## src/rtl/serial_adder_pkg.sv

```systemverilog
`default_nettype none
// +----------------------------------------------------------------------+
// | serial_adder_pkg : shared state encoding and full-adder cell for     |
// |                    the serial adder/subtractor                       |
// | Revision 1.0                                                         |
// +----------------------------------------------------------------------+
package serial_adder_pkg;

  typedef enum logic [1:0] {
    IDLE = 2'd0,
    RUN  = 2'd1,
    DONE = 2'd2
  } state_e;

  // Returns {carry_out, sum} of a single-bit full adder.
  function automatic logic [1:0] full_add(input logic a, input logic b, input logic c);
    return {(a & b) | (c & (a ^ b)), a ^ b ^ c};
  endfunction

endpackage
`default_nettype wire

```

## src/rtl/serial_adder_chunk.sv

```systemverilog
`default_nettype none
// +----------------------------------------------------------------------+
// | chunk_adder : combinational CHUNK-bit ripple adder of full-adder     |
// |               cells, exposing the carry into its MSB                 |
// | Revision 1.0                                                         |
// +----------------------------------------------------------------------+
module chunk_adder
  import serial_adder_pkg::*;
#(
  parameter int CHUNK = 1
) (
  input  logic [CHUNK-1:0] a,
  input  logic [CHUNK-1:0] b,
  input  logic             cin,
  output logic [CHUNK-1:0] sum,
  output logic             cout,
  output logic             c_msb
);

  logic [CHUNK:0] carry_w;

  always_comb begin
    carry_w    = '0;
    sum        = '0;
    carry_w[0] = cin;
    for (int i = 0; i < CHUNK; i++) begin
      {carry_w[i+1], sum[i]} = full_add(a[i], b[i], carry_w[i]);
    end
  end

  assign cout  = carry_w[CHUNK];
  assign c_msb = carry_w[CHUNK-1];

endmodule
`default_nettype wire

```

## src/rtl/serial_adder.sv

```systemverilog
`default_nettype none
// +----------------------------------------------------------------------+
// | serial_adder : multi-cycle add/subtract, CHUNK bits per clock, LSB   |
// |                first, with start/done handshake, carry and overflow  |
// | Revision 1.0                                                         |
// +----------------------------------------------------------------------+
module serial_adder
  import serial_adder_pkg::*;
#(
  parameter int WIDTH = 8,
  parameter int CHUNK = 1
) (
  input  logic             clk,
  input  logic             rst_n,
  input  logic             start,
  input  logic             sub,
  input  logic             cin,
  input  logic [WIDTH-1:0] a,
  input  logic [WIDTH-1:0] b,
  output logic             busy,
  output logic             done,
  output logic [WIDTH-1:0] sum,
  output logic             cout,
  output logic             ovf
);

  localparam int N     = WIDTH / CHUNK;
  localparam int CNT_W = (N > 1) ? $clog2(N) : 1;
  localparam logic [CNT_W-1:0] LAST_CNT = CNT_W'(N - 1);

  generate
    if ((CHUNK < 1) || (WIDTH % CHUNK != 0)) begin : g_bad_width
      $error("serial_adder: WIDTH must be a positive multiple of CHUNK");
    end
  endgenerate

  state_e             state_q, state_d;
  logic [WIDTH-1:0]   a_q, a_d;
  logic [WIDTH-1:0]   b_q, b_d;
  logic [WIDTH-1:0]   sum_q, sum_d;
  logic               carry_q, carry_d;
  logic [CNT_W-1:0]   count_q, count_d;
  logic               cout_q, cout_d;
  logic               ovf_q, ovf_d;
  logic               accept_w;

  logic [CHUNK-1:0]       chunk_sum_w;
  logic                   chunk_cout_w;
  logic                   chunk_cmsb_w;
  logic [WIDTH+CHUNK-1:0] sum_cat_w;

  chunk_adder #(
    .CHUNK (CHUNK)
  ) u_chunk (
    .a     (a_q[CHUNK-1:0]),
    .b     (b_q[CHUNK-1:0]),
    .cin   (carry_q),
    .sum   (chunk_sum_w),
    .cout  (chunk_cout_w),
    .c_msb (chunk_cmsb_w)
  );

  // New chunk enters at the top so the first (LSB) chunk ends up at bit 0.
  assign sum_cat_w = {chunk_sum_w, sum_q};

  always_comb begin
    state_d  = state_q;
    a_d      = a_q;
    b_d      = b_q;
    sum_d    = sum_q;
    carry_d  = carry_q;
    count_d  = count_q;
    cout_d   = cout_q;
    ovf_d    = ovf_q;
    accept_w = 1'b0;

    case (state_q)
      IDLE: begin
        if (start) accept_w = 1'b1;
      end
      RUN: begin
        a_d     = a_q >> CHUNK;
        b_d     = b_q >> CHUNK;
        sum_d   = sum_cat_w[WIDTH+CHUNK-1:CHUNK];
        carry_d = chunk_cout_w;
        count_d = count_q + 1'b1;
        if (count_q == LAST_CNT) begin
          state_d = DONE;
          count_d = '0;
          cout_d  = chunk_cout_w;
          ovf_d   = chunk_cout_w ^ chunk_cmsb_w;
        end
      end
      DONE: begin
        if (start) accept_w = 1'b1;
        else       state_d  = IDLE;
      end
      default: state_d = IDLE;
    endcase

    // Subtraction is a + ~b + 1, so it costs no extra cycle.
    if (accept_w) begin
      state_d = RUN;
      a_d     = a;
      b_d     = sub ? ~b : b;
      carry_d = sub ? 1'b1 : cin;
      count_d = '0;
      sum_d   = '0;
      cout_d  = 1'b0;
      ovf_d   = 1'b0;
    end
  end

  always_ff @(posedge clk or negedge rst_n) begin
    if (!rst_n) begin
      state_q <= IDLE;
      a_q     <= '0;
      b_q     <= '0;
      sum_q   <= '0;
      carry_q <= 1'b0;
      count_q <= '0;
      cout_q  <= 1'b0;
      ovf_q   <= 1'b0;
    end else begin
      state_q <= state_d;
      a_q     <= a_d;
      b_q     <= b_d;
      sum_q   <= sum_d;
      carry_q <= carry_d;
      count_q <= count_d;
      cout_q  <= cout_d;
      ovf_q   <= ovf_d;
    end
  end

  assign busy = (state_q == RUN);
  assign done = (state_q == DONE);
  assign sum  = sum_q;
  assign cout = cout_q;
  assign ovf  = ovf_q;

endmodule
`default_nettype wire

```

## config.mk

```make
export PLATFORM = sky130hd
export DESIGN_NAME = serial_adder
export DESIGN_NICKNAME = d
export VERILOG_FILES = /design/src/rtl/serial_adder_pkg.sv /design/src/rtl/serial_adder_chunk.sv /design/src/rtl/serial_adder.sv
export SDC_FILE = /design/constraint.sdc
export NUM_CORES = 1
export LEC_CHECK = 0
export CORE_UTILIZATION = 35
export DETAILED_ROUTE_END_ITERATION = 7
export PLACE_DENSITY = 0.64
export SETUP_SLACK_MARGIN = 0.02
export SYNTH_ARGS = -nofsm -noshare
export SYNTH_HDL_FRONTEND = slang
export SYNTH_SLANG_ARGS = --single-unit
```

## constraint.sdc

```tcl
create_clock -name clk -period 1.6 [get_ports clk]
set_input_delay 0.32 -clock clk [delete_from_list [all_inputs] [get_ports clk]]
set_output_delay 0.32 -clock clk [all_outputs]
set_load 0.02 [all_outputs]
```

## Word-level counts from Yosys, hierarchy flattened

Cells that the tools add are included.

| cells by class | value |
|---|---|
| reductions and logical operators | 6 |
| eq/ne operators | 6 |
| mux-type cells | 25 |
| $add $sub $neg | 1 |
| bitwise logic cells | 7 |

Operators by type and width:

| kind | count |
|---|---|
| $mux W8 | 7 |
| $mux W1 | 11 |
| $mux W3 | 3 |
| $not A8 Y8 | 1 |
| $mux W2 | 3 |
| $pmux W2 S3 | 1 |
| $reduce_bool A2 Y1 | 2 |
| $add A3 B1 Y3 const B | 1 |
| $eq A3 B3 Y1 const B | 1 |
| $ne A3 B1 Y1 const B | 1 |
| $ne A3 B2 Y1 const B | 1 |
| $reduce_and A3 Y1 | 1 |
| $xor A1 B1 Y1 | 3 |
| $and A1 B1 Y1 | 2 |
| $eq A2 B1 Y1 const B | 1 |
| $eq A2 B2 Y1 const B | 1 |
| $logic_not A2 Y1 | 1 |
| $ne A2 B2 Y1 const B | 1 |
| $reduce_and A2 Y1 | 1 |
| $reduce_or A2 Y1 | 1 |
| $or A1 B1 Y1 | 1 |

| storage, ports and cells | value |
|---|---|
| register bits after elaboration | 32 |
| word-level logic and storage cells | 53 |

## Depth between registers and ports, before layout

| logic depth | value |
|---|---|
| word-level depth | 7 |
| gate-level depth with buffers | 6 |
| depth with buffers taken out | 5 |

## Cells and area by module

A second synthesis with hierarchy kept.

| unflattened totals | value |
|---|---|
| cells, all modules | 120 |
| area total of the unflattened synthesis | 1426.4 um^2 |

Modules (own cells, without submodules):

| module | sequential area each (um^2) | instances | area each (um^2) | cells each |
|---|---|---|---|---|
| serial_adder | 800.8 | 1 | 1398.8 | 118 |
| chunk_adder | 0.0 | 1 | 27.5 | 2 |

## Worst setup path before layout

No wires, ideal clock.

| timing | value |
|---|---|
| kind | reg-to-reg |
| from | reg carry_q |
| to | reg carry_q |
| stages on the path, launching flop included | 3 |
| arrival | 1179 ps |
| data required time | 1474 ps |
| path buffers | 0 |
| setup time | 126 ps |
| path slack | 295 ps |
| period minus slack after synthesis | 1305 ps |
| cells stage by stage | dfrtp_1 fa_1 a221o_1 |

| between the ends | value |
|---|---|
| word-level cells in the longest chain between the ends | 4 |

Ends and longest elaborated chain:

| item | RTL line | text |
|---|---|---|
| from (decl) | serial_adder.sv:41 | `logic carry_q, carry_d;` |
| from (signal assigned) | serial_adder.sv:129 | `carry_q <= carry_d;` |
| $and A1 B1 Y1 | serial_adder_pkg.sv:17 | `return {(a & b) \| (c & (a ^ b)), a ^ b ^ c};` |
| $or A1 B1 Y1 | serial_adder_pkg.sv:17 |  |
| $mux W1 | serial_adder.sv:77 | `case (state_q)` |
| $mux W1 | serial_adder.sv:102 | `if (accept_w) begin` |

Every way passes these cells. The select of a mux whose other input is x is not followed.
A chain may end at the register's enable or synchronous reset.

## Worst setup path in the final report

| timing | value |
|---|---|
| from | reg state_q[0] |
| to | out done |

| between the ends | value |
|---|---|
| word-level cells in the longest chain between the ends | 1 |

Ends and longest elaborated chain:

| item | RTL line | text |
|---|---|---|
| from (decl) | serial_adder.sv:37 | `state_e state_q, state_d;` |
| from (signal assigned) | serial_adder.sv:125 | `state_q <= state_d;` |
| $eq A2 B2 Y1 | serial_adder.sv:137 | `assign done = (state_q == DONE);` |
| to (decl) | serial_adder.sv:21 | `output logic done,` |

Every way passes these cells.

==> results.py <==
metrics = {
    "timing": {
        "layout_min_cycle_time_ns": 1.53,
        "timing_worst_slew_pin_value_ns": 0.391,
        "setup_total_negative_slack_ns": 0,
        "relSlewSlack": 0.739,
        "clock_skew_ns": 0.00766,
        "setup_repair_after_global_routing_missed_its_margin": "true",
        "max_clock_freq_mhz": 653,
        "finalHoldViolations": 0,
        "setup_violations": 0,
        "slew_violations": 0,
        "final.period_utilization": 0.957,
    },
    "clock_tree": {
        "clock_sinks": 32,
        "insertion_delay_ns": 0.29,
        "hold_buf_count_cts": 0,
        "cts_tree": "done",
        "cts.htree.levels": 2,
        "tritoncts.num_buffers": 5,
        "clkTransAtPathRegs_ns": 0.07,
        "clock_tree.root_cell": "clkbuf_8",
        "post_cts_buffers": 0,
        "clk_path_buf_depth": 2,
    },
    "run": {
        "maxCapViolations": 0,
    },
    "logic_synthesis": {
        "yosys_register_bits": 32,
        "synth-seq-area-share": 0.564,
        "synth_compound_area_frac": 0.180,
        "synth_top_area_share": 0.564,
        "syn_area_mm2": 0.00142,
        "netlist_top_cells_area": "dfrtp_1, a22o_1, a221o_1",
        "mappedNetlistNets": 143,
        "average_instance_area_after_synthesis_um2": 11.9,
        "synth_top_family_by_area": "compound AO/OA/AOI/OAI gates",
        "syn-instance-count": 119,
        "number_of_distinct_standard_cells_referenced_by_the_synthesized_netlist": 24,
        "yosys_most_used_dff": "dfrtp_1",
        "yosysTopAreaCell": "dfrtp_1",
        "post_synthesis_share_of_cell_area_spent_on_and_or_nand_and_nor_gates": 0.116,
        "synth_edf_count": 0,
        "mux_contribution_to_synthesized_area": 0,
        "synth-xor-area-share": 0.0556,
        "yosys_warnings": 0,
        "synth_async_sr_flop_share": 1.00,
        "synth-adder-area-share": 0.0317,
    },
    "critical_path": {
        "wp_data_required_ns": 1.28,
        "worstReg2RegStart": "state_q[1]",
        "worst_r2r_path_depth": 6,
        "timing.critical_path.from_type": "flip-flop",
        "ff2ff_setup_slack_ns": 0.19,
        "worst-setup-path-type": "reg -> out",
        "setup.worst_path.end": "done",
        "setup.worst_path.start": "state_q[0]",
        "arrival_ns": 1.21,
        "critical_path.endpoint_type": "output pin",
        "reg2reg_to": "a_q[7]",
        "worstPathMaxFanout": 3,
    },
    "cells_and_area": {
        "final_design_area_no_fill_mm2": 0.00196,
        "stdcell_count": 208,
        "layout.filler_cells": 331,
        "final_layout_size_suffix_gt1_frac": 0.138,
        "num_antenna_cells": 0,
        "area_growth_pct": 38.2,
        "fin_nets": 183,
    },
    "power": {
        "power_density_mw_per_mm2": 1940,
        "power.total_uw": 3810,
        "leakage_power_total_uw": 0.000962,
        "max_rail_drop_vdd_mv": 0.921,
    },
    "route": {
        "vias_per_cell": 5.09,
        "drc_errors": 0,
        "first_pass_iters": 4,
        "detail-route-antenna-nets": 0,
        "detail_route.wl_per_cell_um": 13.2,
        "vias": 1059,
        "drt_iter0_markers": 75,
        "drt_wl_total_um": 2740,
    },
    "grt": {
        "grt_antenna_before_repair": 0,
        "global_route_wire_length_before_repair_um": 4680,
        "grt-ovfl-total": 0,
        "grt_start_max_net_pins": 33,
        "grt.total_usage": 0.145,
        "vias_in_the_first_global_route": 1004,
    },
    "floorplanning": {
        "die_h_um": 65.7,
        "ioPinCount": 33,
        "fp-row-count": 22,
        "floorplan.die_area_mm2": 0.00431,
        "core_area_mm2": 0.00377,
        "die_span_x_um": 65.7,
        "initial_utilization": 0.376,
    },
    "min_path": {
        "worst_hold_path_type": "in -> async",
    },
    "outcome": {
        "run_status": "completed",
    },
    "place": {
        "io_buffer_count": 32,
        "post-dp-hpwl_um": 1940,
        "placed_area_mm2": 0.00184,
        "place_congestion": 0.681,
        "dp_cells": 200,
    },
}
==> cell usage after synthesis (2+ instances only) <==
cell      number
o21ai_0        2
ha_1           2
buf_2          6
buf_6          2
nand2b_1       2
nand3_1       10
nor2_1         9
a22o_1        12
a221o_1        8
nand2_1        8
dfrtp_1       32
a22oi_1        7
xnor2_1        8
==> sequential cells by signal, summed over array words and instances, names as in the netlist <==
name     flops
a_q          8
b_q          8
sum          8
count_q      3
state_q      2
carry_q      1
cout         1
ovf          1
==> cells by family (layout without fill, tap and decap cells) <==
family,after synthesis,count (layout)
flip-flops,32,32
AO/OA/AOI/OAI,30,30
buffers and inverters,11,52
XOR/XNOR,9,9
AND/OR/NAND/NOR,34,34
adder cells (fa/ha/maj),3,3
==> stage by stage <==
step	util	setup WS, ns	hold slack (ns)
CTS	0.516	0.0165	0.446
floorplan	-	0.295	0.0244
global route	0.520	0.0183	0.453
global placement	0.488	-0.0259	0.483
finish	0.520	0.0693	0.426
detailed placement	0.488	-0.0627	0.489
==> final cells by class <==
class	count	area [um2]	share of cell area
flip-flops and latches	32	801	0.408
multi-input cells	76	551	0.281
repair buffers	42	423	0.216
clock buffers	5	68.8	0.0351
well taps	48	60.1	0.0306
clock inverters	3	42.5	0.0217
inverters	2	15.0	0.00766
==> per-layer routing <==
layer,GRT usage,wire (um),up-vias
met5,0,0,-
met4,0.0489,32,0
met3,0.0469,146,4
met2,0.219,1300,33
met1,0.194,1260,513
li1,-,-,509
==> worst min-delay path by stage <==
stage,to,slack [ns],cells after the start
3_5_place_dp,a_q[2],0.49,2
6_report,sum[4],0.43,2
5_1_grt,sum[3],0.45,2
4_1_cts,state_q[0],0.45,2
3_3_place_gp,a_q[3],0.48,2
2_1_floorplan,a_q[0],0.02,0
==> power by group <==
group          total (uW)  internal (uW)  switching, uW
registers            1400           1170            236
logic                1640            841            801
clock network         767            460            307
==> cells in the final DEF (no fill, tap or decap), types with 2 or more instances in the layout <==
| master | instances |
|---|---|
| clkbuf_8 | 5 |
| o21ai_0 | 2 |
| nand3_1 | 10 |
| nor2_1 | 9 |
| a22o_1 | 12 |
| dlygate4sd2_1 | 8 |
| clkdlybuf4s50_1 | 20 |
| a22oi_1 | 7 |
| dfrtp_1 | 32 |
| buf_12 | 2 |
| nand2_1 | 8 |
| dlymetal6s2s_1 | 3 |
| xnor2_1 | 8 |
| ha_1 | 2 |
| a221o_1 | 8 |
| buf_4 | 7 |
==> critical path, stage by stage (launching register included) <==
cell	delay [ns]
dfrtp_1	0.41
and2b_1	0.19
dlygate4sd2_1	0.32
==> what timing repair did <==
action                     in CTS  in global routing
cloned                          0                  0
gates resized for setup        12                  5
setup endpoints to repair      20                  9
Note: power is estimated with default switching activity, not from simulation.
